$ cat config.mk
export PLATFORM = sky130hd
export DESIGN_NAME = arith_ctrl
export DESIGN_NICKNAME = d
export VERILOG_FILES = /design/src/rtl/arith_ctrl_pkg.sv /design/src/rtl/arith_ctrl_mem_port.sv /design/src/rtl/arith_ctrl.sv
export SDC_FILE = /design/constraint.sdc
export NUM_CORES = 1
export LEC_CHECK = 0
export CORE_ASPECT_RATIO = 1.25
export CORE_MARGIN = 4
export CORE_UTILIZATION = 43
export CTS_BUF_LIST = sky130_fd_sc_hd__clkbuf_16
export DETAILED_ROUTE_END_ITERATION = 8
export GPL_TIMING_DRIVEN = 0
export PLACE_DENSITY = 0.74
export SLEW_MARGIN = 20
export SYNTH_ARGS = -nofsm -noshare
export SYNTH_HDL_FRONTEND = slang
export SYNTH_SLANG_ARGS = --single-unit
$ cat constraint.sdc
create_clock -name clk -period 1.42 [get_ports clk]
set_input_delay 0.284 -clock clk [delete_from_list [all_inputs] [get_ports clk]]
set_output_delay 0.284 -clock clk [all_outputs]
set_load 0.01 [all_outputs]
$ cat src/rtl/arith_ctrl_pkg.sv
// arith_ctrl_pkg: shared encodings for the arithmetic micro-sequencer.
// ARITH_CTRL_MUL_EN (optional define) makes op_kind 3 (MUL) legal.
package arith_ctrl_pkg;

   localparam int MUL_STEPS = 30;   // multiply iterations, one per word bit
   localparam int CNT_W     = 5;    // iteration counter width

   typedef enum logic [2:0] {
      OP_ADD = 3'd0,
      OP_SUB = 3'd1,
      OP_AND = 3'd2,
      OP_MUL = 3'd3
   } op_kind_e;

   localparam logic [1:0] SEL_ADDR1 = 2'd0;
   localparam logic [1:0] SEL_ADDR2 = 2'd1;

   typedef enum logic [3:0] {
      S_IDLE, S_CLR, S_RD1, S_MV_A, S_RD2, S_MV_B, S_NOT_B,
      S_SUM, S_MV_C, S_ANDS, S_TEST, S_SHIFT, S_WR, S_DONE
   } state_e;

   // Registered control pulses; rd/wr_issue arm the memory port one
   // cycle ahead so the request is up in the first cycle of RD/WR.
   typedef struct packed {
      logic clr_a;
      logic clr_b;
      logic clr_c;
      logic not_b;
      logic sum;
      logic and_op;
      logic c_to_a;
      logic c_to_b;
      logic b_to_c;
      logic rd_issue;
      logic wr_issue;
      logic done;
   } ctl_t;

   function automatic logic op_legal(input logic [2:0] k);
`ifdef ARITH_CTRL_MUL_EN
      return (k <= 3'd3);
`else
      return (k <= 3'd2);
`endif
   endfunction

   // Pulses active while sitting in state s
   function automatic ctl_t decode(input state_e s);
      ctl_t c;
      c = '0;
      case (s)
         S_CLR:   begin c.clr_a = 1'b1; c.clr_b = 1'b1; c.clr_c = 1'b1; c.rd_issue = 1'b1; end
         S_MV_A:  begin c.c_to_a = 1'b1; c.rd_issue = 1'b1; end
         S_MV_B:  c.c_to_b = 1'b1;
         S_NOT_B: c.not_b = 1'b1;
         S_SUM:   c.sum = 1'b1;
         S_MV_C:  begin c.b_to_c = 1'b1; c.wr_issue = 1'b1; end
         S_ANDS:  begin c.and_op = 1'b1; c.wr_issue = 1'b1; end
         S_DONE:  c.done = 1'b1;
         default: ;
      endcase
      return c;
   endfunction

endpackage

$ cat src/rtl/arith_ctrl_mem_port.sv
// arith_ctrl_mem_port: holds read/write requests until ack and turns the
// ack into one-cycle completion pulses. Read data is valid in the ack
// cycle, so do_mem_to_c fires combinationally in that same cycle.
module arith_ctrl_mem_port (
   input  logic clk,
   input  logic reset,
   input  logic rd_issue,
   input  logic wr_issue,
   input  logic mem_ack,
   output logic mem_rd_req,
   output logic mem_wr_req,
   output logic rd_done,
   output logic wr_done,
   output logic do_mem_to_c
);

   // Request flops: set by the sequencer, dropped on ack or reset
   always_ff @(posedge clk or posedge reset) begin
      if (reset) begin
         mem_rd_req <= 1'b0;
         mem_wr_req <= 1'b0;
      end else begin
         if (rd_issue)     mem_rd_req <= 1'b1;
         else if (mem_ack) mem_rd_req <= 1'b0;
         if (wr_issue)     mem_wr_req <= 1'b1;
         else if (mem_ack) mem_wr_req <= 1'b0;
      end
   end

   // An ack with no request outstanding produces nothing
   assign rd_done     = mem_rd_req & mem_ack;
   assign wr_done     = mem_wr_req & mem_ack;
   assign do_mem_to_c = rd_done;

endmodule

$ cat src/rtl/arith_ctrl.sv
// arith_ctrl: micro-sequencer in front of the arithmetic unit. Fetches two
// operands, sequences ADD/SUB/AND/MUL pulses, writes the result to addr2.
// Define ARITH_CTRL_MUL_EN to include the 30-step shift-add MUL path.
module arith_ctrl (
   input  logic       clk,
   input  logic       reset,
   input  logic       start_from_op,
   input  logic [2:0] op_kind_from_op,
   output logic       busy_to_op,
   output logic       done_to_op,
   output logic       flag_to_op,
   output logic       err_to_op,
   output logic       mem_rd_req_to_mem,
   output logic       mem_wr_req_to_mem,
   input  logic       mem_ack_from_mem,
   output logic [1:0] addr_sel_to_sel,
   input  logic       carry_out_from_au,
   input  logic       reg_c30_from_au,
   output logic       do_clear_a_to_au,
   output logic       do_clear_b_to_au,
   output logic       do_clear_c_to_au,
   output logic       do_not_b_to_au,
   output logic       do_sum_to_au,
   output logic       do_and_to_au,
   output logic       do_move_c_to_a_to_au,
   output logic       do_move_c_to_b_to_au,
   output logic       do_move_b_to_c_to_au,
   output logic       do_right_shift_bc_to_au,
   output logic       do_mem_to_c_to_au
);
   import arith_ctrl_pkg::*;

   state_e   state, state_n;
   op_kind_e op_q;
   ctl_t     ctl;
   logic     rd_done, wr_done, last_step;

   arith_ctrl_mem_port u_mem_port (
      .clk         (clk),
      .reset       (reset),
      .rd_issue    (ctl.rd_issue),
      .wr_issue    (ctl.wr_issue),
      .mem_ack     (mem_ack_from_mem),
      .mem_rd_req  (mem_rd_req_to_mem),
      .mem_wr_req  (mem_wr_req_to_mem),
      .rd_done     (rd_done),
      .wr_done     (wr_done),
      .do_mem_to_c (do_mem_to_c_to_au)
   );

   // Next-state selection per operation path
   always_comb begin
      state_n = state;
      unique case (state)
         S_IDLE:  if (start_from_op && op_legal(op_kind_from_op)) state_n = S_CLR;
         S_CLR:   state_n = S_RD1;
         S_RD1:   if (rd_done) state_n = S_MV_A;
         S_MV_A:  state_n = S_RD2;
         S_RD2:   if (rd_done) begin
                     if (op_q == OP_AND)      state_n = S_ANDS;
                     else if (op_q == OP_MUL) state_n = S_TEST;
                     else                     state_n = S_MV_B;
                  end
         S_MV_B:  state_n = (op_q == OP_SUB) ? S_NOT_B : S_SUM;
         S_NOT_B: state_n = S_SUM;
         S_SUM:   state_n = S_MV_C;
         S_TEST:  state_n = S_SHIFT;
         S_SHIFT: state_n = last_step ? S_MV_C : S_TEST;
         S_MV_C:  state_n = S_WR;
         S_ANDS:  state_n = S_WR;
         S_WR:    if (wr_done) state_n = S_DONE;
         S_DONE:  state_n = S_IDLE;
         default: state_n = S_IDLE;
      endcase
   end

   // Sequencer state plus registered pulses decoded from the next state
   always_ff @(posedge clk or posedge reset) begin
      if (reset) begin
         state           <= S_IDLE;
         op_q            <= OP_ADD;
         ctl             <= '0;
         addr_sel_to_sel <= SEL_ADDR1;
         flag_to_op      <= 1'b0;
         err_to_op       <= 1'b0;
      end else begin
         state     <= state_n;
         ctl       <= decode(state_n);
         err_to_op <= (state == S_IDLE) && start_from_op && !op_legal(op_kind_from_op);
         if (state == S_IDLE && start_from_op)
            op_q <= op_kind_e'(op_kind_from_op);
         if (state_n == S_RD1)
            addr_sel_to_sel <= SEL_ADDR1;
         else if (state_n == S_RD2 || state_n == S_WR)
            addr_sel_to_sel <= SEL_ADDR2;
         // carry_out is sampled before the sum lands in B
         if (state_n == S_CLR)
            flag_to_op <= 1'b0;
         else if (state == S_SUM)
            flag_to_op <= (op_q == OP_SUB) ? ~carry_out_from_au : carry_out_from_au;
      end
   end

`ifdef ARITH_CTRL_MUL_EN
   logic [CNT_W-1:0] cnt;
   logic             shift_q;

   // MUL iteration counter and registered shift pulse
   always_ff @(posedge clk or posedge reset) begin
      if (reset) begin
         cnt     <= '0;
         shift_q <= 1'b0;
      end else begin
         shift_q <= (state_n == S_SHIFT);
         if (state == S_SHIFT)
            cnt <= last_step ? '0 : cnt + 1'b1;
      end
   end

   assign last_step               = (cnt == CNT_W'(MUL_STEPS - 1));
   assign do_right_shift_bc_to_au = shift_q;
`else
   assign last_step               = 1'b1;
   assign do_right_shift_bc_to_au = 1'b0;
`endif

   assign busy_to_op           = (state != S_IDLE);
   assign done_to_op           = ctl.done;
   assign do_clear_a_to_au     = ctl.clr_a;
   assign do_clear_b_to_au     = ctl.clr_b;
   assign do_clear_c_to_au     = ctl.clr_c;
   assign do_not_b_to_au       = ctl.not_b;
   // In TEST the add depends on the multiplier bit just loaded into C,
   // which only becomes visible in that cycle, so it is gated live.
   assign do_sum_to_au         = ctl.sum | ((state == S_TEST) & reg_c30_from_au);
   assign do_and_to_au         = ctl.and_op;
   assign do_move_c_to_a_to_au = ctl.c_to_a;
   assign do_move_c_to_b_to_au = ctl.c_to_b;
   assign do_move_b_to_c_to_au = ctl.b_to_c;

endmodule

; After elaboration in Yosys (flattened, before gate mapping)
; Index checks and enable logic that the tools add are counted.
[totals]
regBits = 25
word_cells = 92
in_bits = 9
[op_classes]
bitwise_logic = 5
eq_ne = 26
mux = 26
n_lt_le_gt_ge = 1
reduce_logical = 15
[ops]
columns = cell, n
row1 = $pmux 4 s11, 1
row2 = $eq 4x4->1 const B, 9
row3 = $eq 4x3->1 const B, 8
row4 = $mux 4, 6
row5 = $eq 4x2->1 const B, 4
row6 = $mux 1, 16
row7 = $eq 4x1->1 const B, 2
row8 = $reduce_bool 2->1, 4
row9 = $reduce_or 2->1, 4
row10 = $eq 3x2->1 const B, 2
row11 = $logic_not 4->1, 1
row12 = $mux 2, 2
row13 = $reduce_bool 4->1, 1
row14 = $and 1x1->1, 3
row15 = $eq 3x1->1 const B, 1
row16 = $le 3x2->1 const B, 1
row17 = $logic_and 1x1->1, 3
row18 = $mux 3, 1
row19 = $logic_not 1->1, 1
row20 = $logic_or 1x1->1, 1
row21 = $not 1->1, 1
row22 = $or 1x1->1, 1

; Depth between registers and ports, before layout
; Gate-level depths: netlist of the first run.
[logic_depth]
depth_word = 9
depth_mapped = 5
mapped_depth_nobuf = 4

; Cells and area by module
; A second synthesis of the first run with hierarchy kept.
[hier_totals]
cells_unflattened = 106
hier_area_um2 = 1086.0
[by_module_without_submodules]
columns = mod, cells_per_inst, n_inst, area_each_um2
row1 = arith_ctrl, 97, 1, 991.0
row2 = arith_ctrl_mem_port, 9, 1, 95.1

; Worst setup path after synthesis of the first run
; Ideal clock, no wire load.
[synth_timing]
path_kind = register to register
start = register state[3]
end = register ctl, in the netlist do_move_c_to_b_to_au
period_less_slack_ns = 1.598
path_slack_ns = -0.178
stages_incl_launch_ff = 5
t_required_ns = 1.326
t_arrival_ns = 1.504
path_cell_list = dfrtp_1 or4_4 nor3_4 nor2_2 a221oi_2
[synth_between]
elab_chain_len = 5
[synth_lines]
columns = item, line_no
row1 = "start, declared", arith_ctrl.sv:33  ; state_e state, state_n;
row2 = "start signal, assigned", arith_ctrl.sv:87  ; state <= state_n;
row3 = $eq 4x4->1 or $eq 4x3->1 (tied branches), arith_ctrl.sv:54  ; unique case (state)
row4 = $reduce_or 2->1 (no source line), --
row5 = $pmux 4 s11 (*), arith_ctrl.sv:54
row6 = $eq 4x3->1 (*), arith_ctrl_pkg.sv:52  ; case (s)
row7 = $mux 1 (*), arith_ctrl_pkg.sv:52
row8 = "end signal, assigned", arith_ctrl.sv:88  ; ctl <= decode(state_n);
row9 = "end, declared", arith_ctrl.sv:35  ; ctl_t ctl;
; Mark *: on every way between the ends. The rest lies on a longest branch, timed or not.
; A chain may end at the register's enable or synchronous reset.

; Worst setup path after layout of the first run
[layout_timing]
start = register state[1]
end = output busy_to_op
[layout_between]
elab_chain_len = 1
[layout_lines]
columns = item, line_no
row1 = $reduce_bool 4->1, arith_ctrl.sv:127  ; assign busy_to_op = (state != S_IDLE);
row2 = "end, declared", arith_ctrl.sv:9  ; output logic busy_to_op,
; No other way between the ends.

==> metrics, run 1 <==
Nets 161; Max Fanout on Critical Path 2; initial antenna violation count 0; combined area of all synthesized cells 1090 um^2; worst slew pin tran 0.839 ns; crit path capture busy_to_op; root buf cell sky130_fd_sc_hd__clkbuf_16; average detailed-routed wire length per instance 16.9 um; Critical Path AT 1.48 ns; violated checks setup timing; total gr overflow 0; final max-slew violation count 0; row count 20; sinks on the clock net 22; flop and latch count out of synthesis 22; TritonCTS Buffers 3; Fmax achieved 568 MHz; first element of the critical path state[1]; post-route fraction of the period consumed by the critical path 1.24; Req. time, crit path approximately 1.1 ns; endpoint of the lowest-slack register-to-register path do_move_c_to_b_to_au; power density of the placed cells 2110 nW/um^2; run status complete, but fails checks; worst min-delay path class reg -> reg; Static Leak just over 0.8 nW; Most used DFF post-synth sky130_fd_sc_hd__dfrtp_1; number of global-route vias before repair 1008; RSZ-0062 raised after global routing yes; total setup violations reported at the end of the flow 12; most common cell in the synthesized netlist sky130_fd_sc_hd__dfrtp_1; Final Hold Slack 0.431 ns; Hold Vio Cnt, Final 0; maximum clock insertion buffer count 2; antenna fix cells 0; min Tclk post-route 1.76 ns; synthesized area per cell 10.2 um^2; Placement Setup Slack -0.493 ns; maxcap violations 0; asr flop ratio synth 1.00; Vias 977; Routability Congestion 0.883; Setup TNS -2.03 ns; pin count of the biggest net entering global routing 23; worst setup slack for register-to-register paths -0.31 ns; number of DRC markers in iteration 0 34; I/O Buffers 25; share of synthesized area occupied by flip-flops and latches 0.504; die height 64.4 um; CTS tree done; area leader, netlist sky130_fd_sc_hd__dfrtp_1; Post-Syn Instances around 110; initial core utilization 0.450; switching power as a share of total power 0.389; share of power burned in combinational logic 0.553; area added between synthesis and finish 58.1%; category of the worst setup path capture point output pin; clock transition time at the flip-flop clock pins of the worst setup and hold paths 0.06 ns; summed area of non-filler cells in the final layout 1730 um^2; Die Outline Area 3420 um^2; cell depth of the worst flop-to-flop path 5; PnR worst setup slack -0.342 ns; final cell utilization of the core 0.711; Antenna Nets Post-Route 0; NetSw about 0.0014 W; DR pass1 iterations 4; fraction of power consumed by the clock network 0.164; estimated wirelength of the detail-placed design 1870 um; final routed wirelength across all metal layers 3110 um; worst skew pair latency 0.25 ns; top-area cell type share of the netlist area 0.504; clock skew approximately 0.0066 ns; worst-case vdd ir drop 1.33 mV; count of hold-fix buffers inserted at cts 0; core box area between 2000 and 2500 um^2; Crit Path Category reg -> out; number of DRC violations after detailed routing 0; origin of the critical flop-to-flop path state[1]; fraction of layout instances using a drive strength above 1 0.351; overall track demand over capacity in global routing 0.187; post-placement cell area between 1000 and 1500 um^2; number of flops mapped to enable cells by yosys 0; Internal Power 0.00223 W; Via-to-Cell Ratio 5.31; post-synth cell types 39; part of the total power dissipated in sequential elements 0.283; cell types occupying the most area after synthesis sky130_fd_sc_hd__dfrtp_1 (50%), sky130_fd_sc_hd__mux2_1 (3.1%), sky130_fd_sc_hd__nor2b_1 (2.9%), sky130_fd_sc_hd__a221oi_2 (2.7%), sky130_fd_sc_hd__buf_4 (2.7%); ranking of synthesized cells by instance count sky130_fd_sc_hd__dfrtp_1 (22), sky130_fd_sc_hd__nor2_1 (8), sky130_fd_sc_hd__inv_1 (7), sky130_fd_sc_hd__nand2_1 (6), sky130_fd_sc_hd__nor2b_1 (5); CTS H-tree lvls 1; number of warnings reported in the yosys synthesis log 0; die boundary width 53.1 um; normalized max-slew margin 0.440; Worst Setup Start Kind flip-flop; num ports 28; global-route wire length before repair between 4000 and 5000 um
## critical path, stage by stage, from the launching register on
cell and delay (ns):
sky130_fd_sc_hd__dfrtp_1 0.41, sky130_fd_sc_hd__buf_6 0.13, sky130_fd_sc_hd__or4_4 0.54, sky130_fd_sc_hd__buf_6 0.14
## placed cells by master, fill, tap and decap left out, drive strengths merged, types with 4 or more instances in the layout
cell type / synthesis / layout
dfrtp: 22 / 22
inv: 7 / 7
buf: 5 / 23
clkbuf: 3 / 5
nand2b: 4 / 4
o21ai: 5 / 5
nor2: 9 / 9
clkdlybuf4s50: 0 / 14
nor2b: 5 / 5
dlygate4sd2: 0 / 8
a21oi: 4 / 4
nand2: 6 / 6
## cell families after synthesis
kind of cell / synth area share
xor gates and xnor gates: 0.0241
muxes: 0.0309
buffers and inverters: 0.0664
other: 0.00343
AOI/OAI and AO/OA: 0.187
DFF: 0.504
and+or+nand+nor: 0.184
## power by group through the flow
stage / registers [W] / logic (W) / clock network [W]
after floorplan: 0.00102 / 0.000838 / 0
after global placement: 0.00102 / 0.00130 / 0
after detailed placement: 0.00103 / 0.00134 / 0
after CTS: 0.00102 / 0.00170 / 0.000594
after global routing: 0.00106 / 0.00217 / 0.000629
final: 0.00103 / 0.00202 / 0.000597
## timing repair
item,CTS,global route
pin swaps,8,8
gates resized for setup,49,19
gates cloned,0,0
setup buffers,7,8
endpoints found under the setup margin,24,19
## flip-flops by register name, summed over array words and instances (netlist names)
name and cells:
state 4, err_to_op 1, done_to_op 1, op_q 3, do_move_b_to_c_to_au 1, ctl 3
do_not_b_to_au 1, u_mem_port.mem_rd_req 1, flag_to_op 1, do_move_c_to_a_to_au 1, addr_sel_to_sel 1, do_and_to_au 1
do_move_c_to_b_to_au 1, do_clear_a_to_au 1, u_mem_port.mem_wr_req 1
## worst min-delay path by stage
stage            from                     to  slack (ns)  depth (start not counted)
2_1_floorplan   reset     addr_sel_to_sel[0]        0.27                          1
3_3_place_gp   ctl[2]  u_mem_port.mem_rd_req        0.41                          1
3_5_place_dp   ctl[2]  u_mem_port.mem_rd_req        0.42                          1
4_1_cts        ctl[2]  u_mem_port.mem_rd_req        0.43                          1
5_1_grt        ctl[2]  u_mem_port.mem_rd_req        0.45                          1
6_report       ctl[2]  u_mem_port.mem_rd_req        0.43                          1
## layer usage
metal | share of wire | wire length (um) | vias up | track usage
met3 | 0.035 | 108 | 6 | 0.0163
met1 | 0.40 | 1260 | 481 | 0.227
met4 | 0.018 | 56 | 0 | 0.0735
li1 | - | - | 460 | -
met2 | 0.54 | 1680 | 30 | 0.329
met5 | 0 | 0 | - | 0
## cell type report
cell class                      instances  area (um^2)
Timing Repair Buffer                   39          352
Sequential cell                        22          553
Tap cell                               33         41.3
Buffer                                  8         73.8
Fill cell                             201          701
Clock buffer                            3         75.1
Multi-Input combinational cell         71          597
Clock inverter                          1         3.75
Inverter                                7         31.3
## through the flow
stage          total power (W)  std cells
2_1_floorplan          0.00186        108
3_3_place_gp           0.00232        166
3_5_place_dp           0.00237        166
4_1_cts                0.00332        177
5_1_grt                0.00386        184
6_report               0.00365        184
Power figures use the tool's default switching activity.
==> run 2: changes to the inputs <==
GPL_ROUTABILITY_DRIVEN = 0   (was not set)
TNS_END_PERCENT = 100   (was not set)
==> metrics, run 2 (synthesized netlist as in run 1, its figures left out) <==
run status complete, but fails checks (unchanged); violated checks setup timing (unchanged); final routed wirelength across all metal layers 2940 um (was 3110 um); die height 64.4 um (unchanged); clock transition time at the flip-flop clock pins of the worst setup and hold paths 0.06 ns (about the same); worst min-delay path class reg -> reg (unchanged); Max Fanout on Critical Path 3 (was 2); total gr overflow 0 (unchanged); number of cells in the design after placement 166 (unchanged); number of DRC markers in iteration 0 38 (was 34); stages on the worst setup path 2 (was 3); commonest cells after routing, fill and taps aside sky130_fd_sc_hd__dfrtp_1 (20), sky130_fd_sc_hd__buf_4 (13), sky130_fd_sc_hd__clkdlybuf4s50_1 (11), sky130_fd_sc_hd__dlygate4sd2_1 (7) (was sky130_fd_sc_hd__dfrtp_1 (20), sky130_fd_sc_hd__buf_4 (15), sky130_fd_sc_hd__clkdlybuf4s50_1 (14), sky130_fd_sc_hd__dlygate4sd2_1 (8)); I/O Buffers 25 (unchanged); worst skew pair latency 0.25 ns (about the same); Worst Setup Start Kind flip-flop (unchanged); initial antenna violation count 0 (unchanged); worst setup slack for register-to-register paths -0.23 ns (was -0.31 ns); number of global-route vias before repair 945 (was 1008); Static Leak 0.878 nW (was 0.829 nW); part of the total power dissipated in sequential elements 0.300 (was 0.283); Hold Crit Endpoint u_mem_port.mem_rd_req (unchanged); Die Outline Area 3420 um^2 (unchanged); Via-to-Cell Ratio 5.44 (was 5.31); worst-case vdd ir drop 1.38 mV (was 1.33 mV); Hold Vio Cnt, Final 0 (unchanged); TritonCTS Buffers 3 (unchanged); crit path max-delay cell type sky130_fd_sc_hd__or4_4 (unchanged); overall power of the completed layout 0.00347 W (was 0.00365 W); row count 20 (unchanged); maximum clock insertion buffer count 2 (unchanged); num ports 28 (unchanged); clock skew 0.00396 ns (was 0.00656 ns); NetSw 0.00135 W (was 0.00142 W); total setup violations reported at the end of the flow 10 (was 12); RSZ-0062 raised after global routing yes (unchanged); delay of the slowest cell on the worst path 0.58 ns (was 0.54 ns); critical path, cell by cell or4_4, buf_6 (was buf_6, or4_4, buf_6); Crit Path Category reg -> out (unchanged); HP Start ctl[2] (unchanged); CTS tree done (unchanged); fraction of layout instances using a drive strength above 1 0.345 (was 0.351); min Tclk post-route 1.67 ns (was 1.76 ns); Nets 158 (was 161); largest registers in the final layout state x4, ctl x3, op_q x3 (unchanged); die boundary width 53.1 um (unchanged); Antenna Nets Post-Route 0 (unchanged); register bank with the most flops state (unchanged); post-route fraction of the period consumed by the critical path 1.17 (was 1.24); DR pass1 iterations 4 (unchanged); switching power as a share of total power 0.388 (was 0.389); pin count of the biggest net entering global routing 23 (unchanged); max reg flops 4 (unchanged); maxcap violations 0 (unchanged); average detailed-routed wire length per instance 16.3 um (was 16.9 um); share of power burned in combinational logic 0.532 (was 0.553); Req. time, crit path 1.14 ns (about the same); initial core utilization 0.450 (unchanged); root buf cell sky130_fd_sc_hd__clkbuf_16 (unchanged); normalized max-slew margin 0.456 (was 0.440); sinks on the clock net 22 (unchanged); CTS H-tree lvls 1 (unchanged); category of the worst setup path capture point output pin (unchanged); global-route wire length before repair 4550 um (was 4740 um); number of DRC violations after detailed routing 0 (unchanged); PnR worst setup slack -0.248 ns (was -0.342 ns); endpoint of the lowest-slack register-to-register path do_move_c_to_b_to_au (unchanged); Cell Count, Final, Fillers Out 181 (was 184); Critical Path AT 1.38 ns (was 1.48 ns); family of cells with the greatest summed delay on the critical path simple AND/OR/NAND/NOR gates (unchanged); estimated wirelength of the detail-placed design 1710 um (was 1870 um); total buffers and inverters traversed by the critical path 1 (was 2); area added between synthesis and finish 55.2% (was 58.1%); overall track demand over capacity in global routing 0.179 (was 0.187); origin of the critical flop-to-flop path state[1] (unchanged); Internal Power 0.00213 W (was 0.00223 W); cell depth of the worst flop-to-flop path 4 (was 5); Vias 985 (was 977); Fmax achieved 599 MHz (was 568 MHz); core box area 2430 um^2 (unchanged); worst hold path cell count 1 (unchanged); FILL cells 200 (was 201); fraction of power consumed by the clock network 0.168 (was 0.164); power density of the placed cells 2050 nW/um^2 (was 2110 nW/um^2); count of hold-fix buffers inserted at cts 0 (unchanged); final max-slew violation count 0 (unchanged); antenna fix cells 0 (unchanged); Setup TNS -1.23 ns (was -2.03 ns); most frequent standard cell in the layout excluding fill and tap cells sky130_fd_sc_hd__dfrtp_1 (unchanged); worst slew pin tran 0.815 ns (was 0.839 ns)
==> run 2: metrics by stage <==
stage	cell area, um^2	hold WS, ns	util	worst slack [ns]
after floorplan	1100	0.273	-	-0.0774
after global placement	1390	0.408	0.572	-0.458
after detailed placement	1390	0.420	0.572	-0.462
after CTS	1600	0.431	0.659	-0.249
after global routing	1700	0.456	0.698	-0.305
final	1700	0.429	0.698	-0.248
==> run 2: cell type report <==
class | count | area [um^2] | area share
clock inverters | 1 | 3.75 | 0.00221
inverters | 7 | 28.8 | 0.0170
multi-input cells | 71 | 592 | 0.349
flip-flops and latches | 22 | 553 | 0.326
repair buffers | 37 | 348 | 0.205
well taps | 33 | 41.3 | 0.0244
plain buffers | 7 | 53.8 | 0.0317
clock buffers | 3 | 75.1 | 0.0443
==> run 2: layer usage <==
metal  part of all wire  routed length [um]  up-vias  track usage
li1                   -                   -      458            -
met1               0.39                1160      472        0.223
met3              0.051                 149       11       0.0233
met2               0.53                1570       44        0.303
met5                  0                   0        -            0
met4              0.022                  65        0       0.0767
==> run 2: worst max path at each step <==
| stage | end | slack, ns | from |
|---|---|---|---|
| 6_report | busy_to_op | -0.25 | state[1] |
| 5_1_grt | do_move_c_to_b_to_au | -0.31 | state[1] |
| 4_1_cts | busy_to_op | -0.25 | state[0] |
| 3_5_place_dp | do_mem_to_c_to_au | -0.46 | mem_ack_from_mem |
| 3_3_place_gp | do_mem_to_c_to_au | -0.46 | mem_ack_from_mem |
| 2_1_floorplan | do_move_c_to_b_to_au | -0.08 | state[1] |
==> run 2: power groups by stage <==
stage / clock network (W) / registers (W) / logic, W
after CTS: 0.000582 / 0.00102 / 0.00165
final: 0.000584 / 0.00104 / 0.00185
after global placement: 0 / 0.00102 / 0.00128
after detailed placement: 0 / 0.00103 / 0.00131
after floorplan: 0 / 0.00102 / 0.000838
after global routing: 0.000623 / 0.00107 / 0.00199
==> run 2: worst reg2reg max path, stage by stage, from the launching register on <==
cell and delay, ns:
sky130_fd_sc_hd__dfrtp_1 0.41, sky130_fd_sc_hd__or4_4 0.58, sky130_fd_sc_hd__nor3_4 0.24, sky130_fd_sc_hd__nor2_4 0.09
sky130_fd_sc_hd__a221oi_2 0.25
==> run 2: timing repair <==
| action | in CTS | in global routing |
|---|---|---|
| pin swaps | 5 | 5 |
| setup buffers | 8 | 6 |
| gates resized for setup | 45 | 22 |
| endpoints found under the setup margin | 22 | 20 |
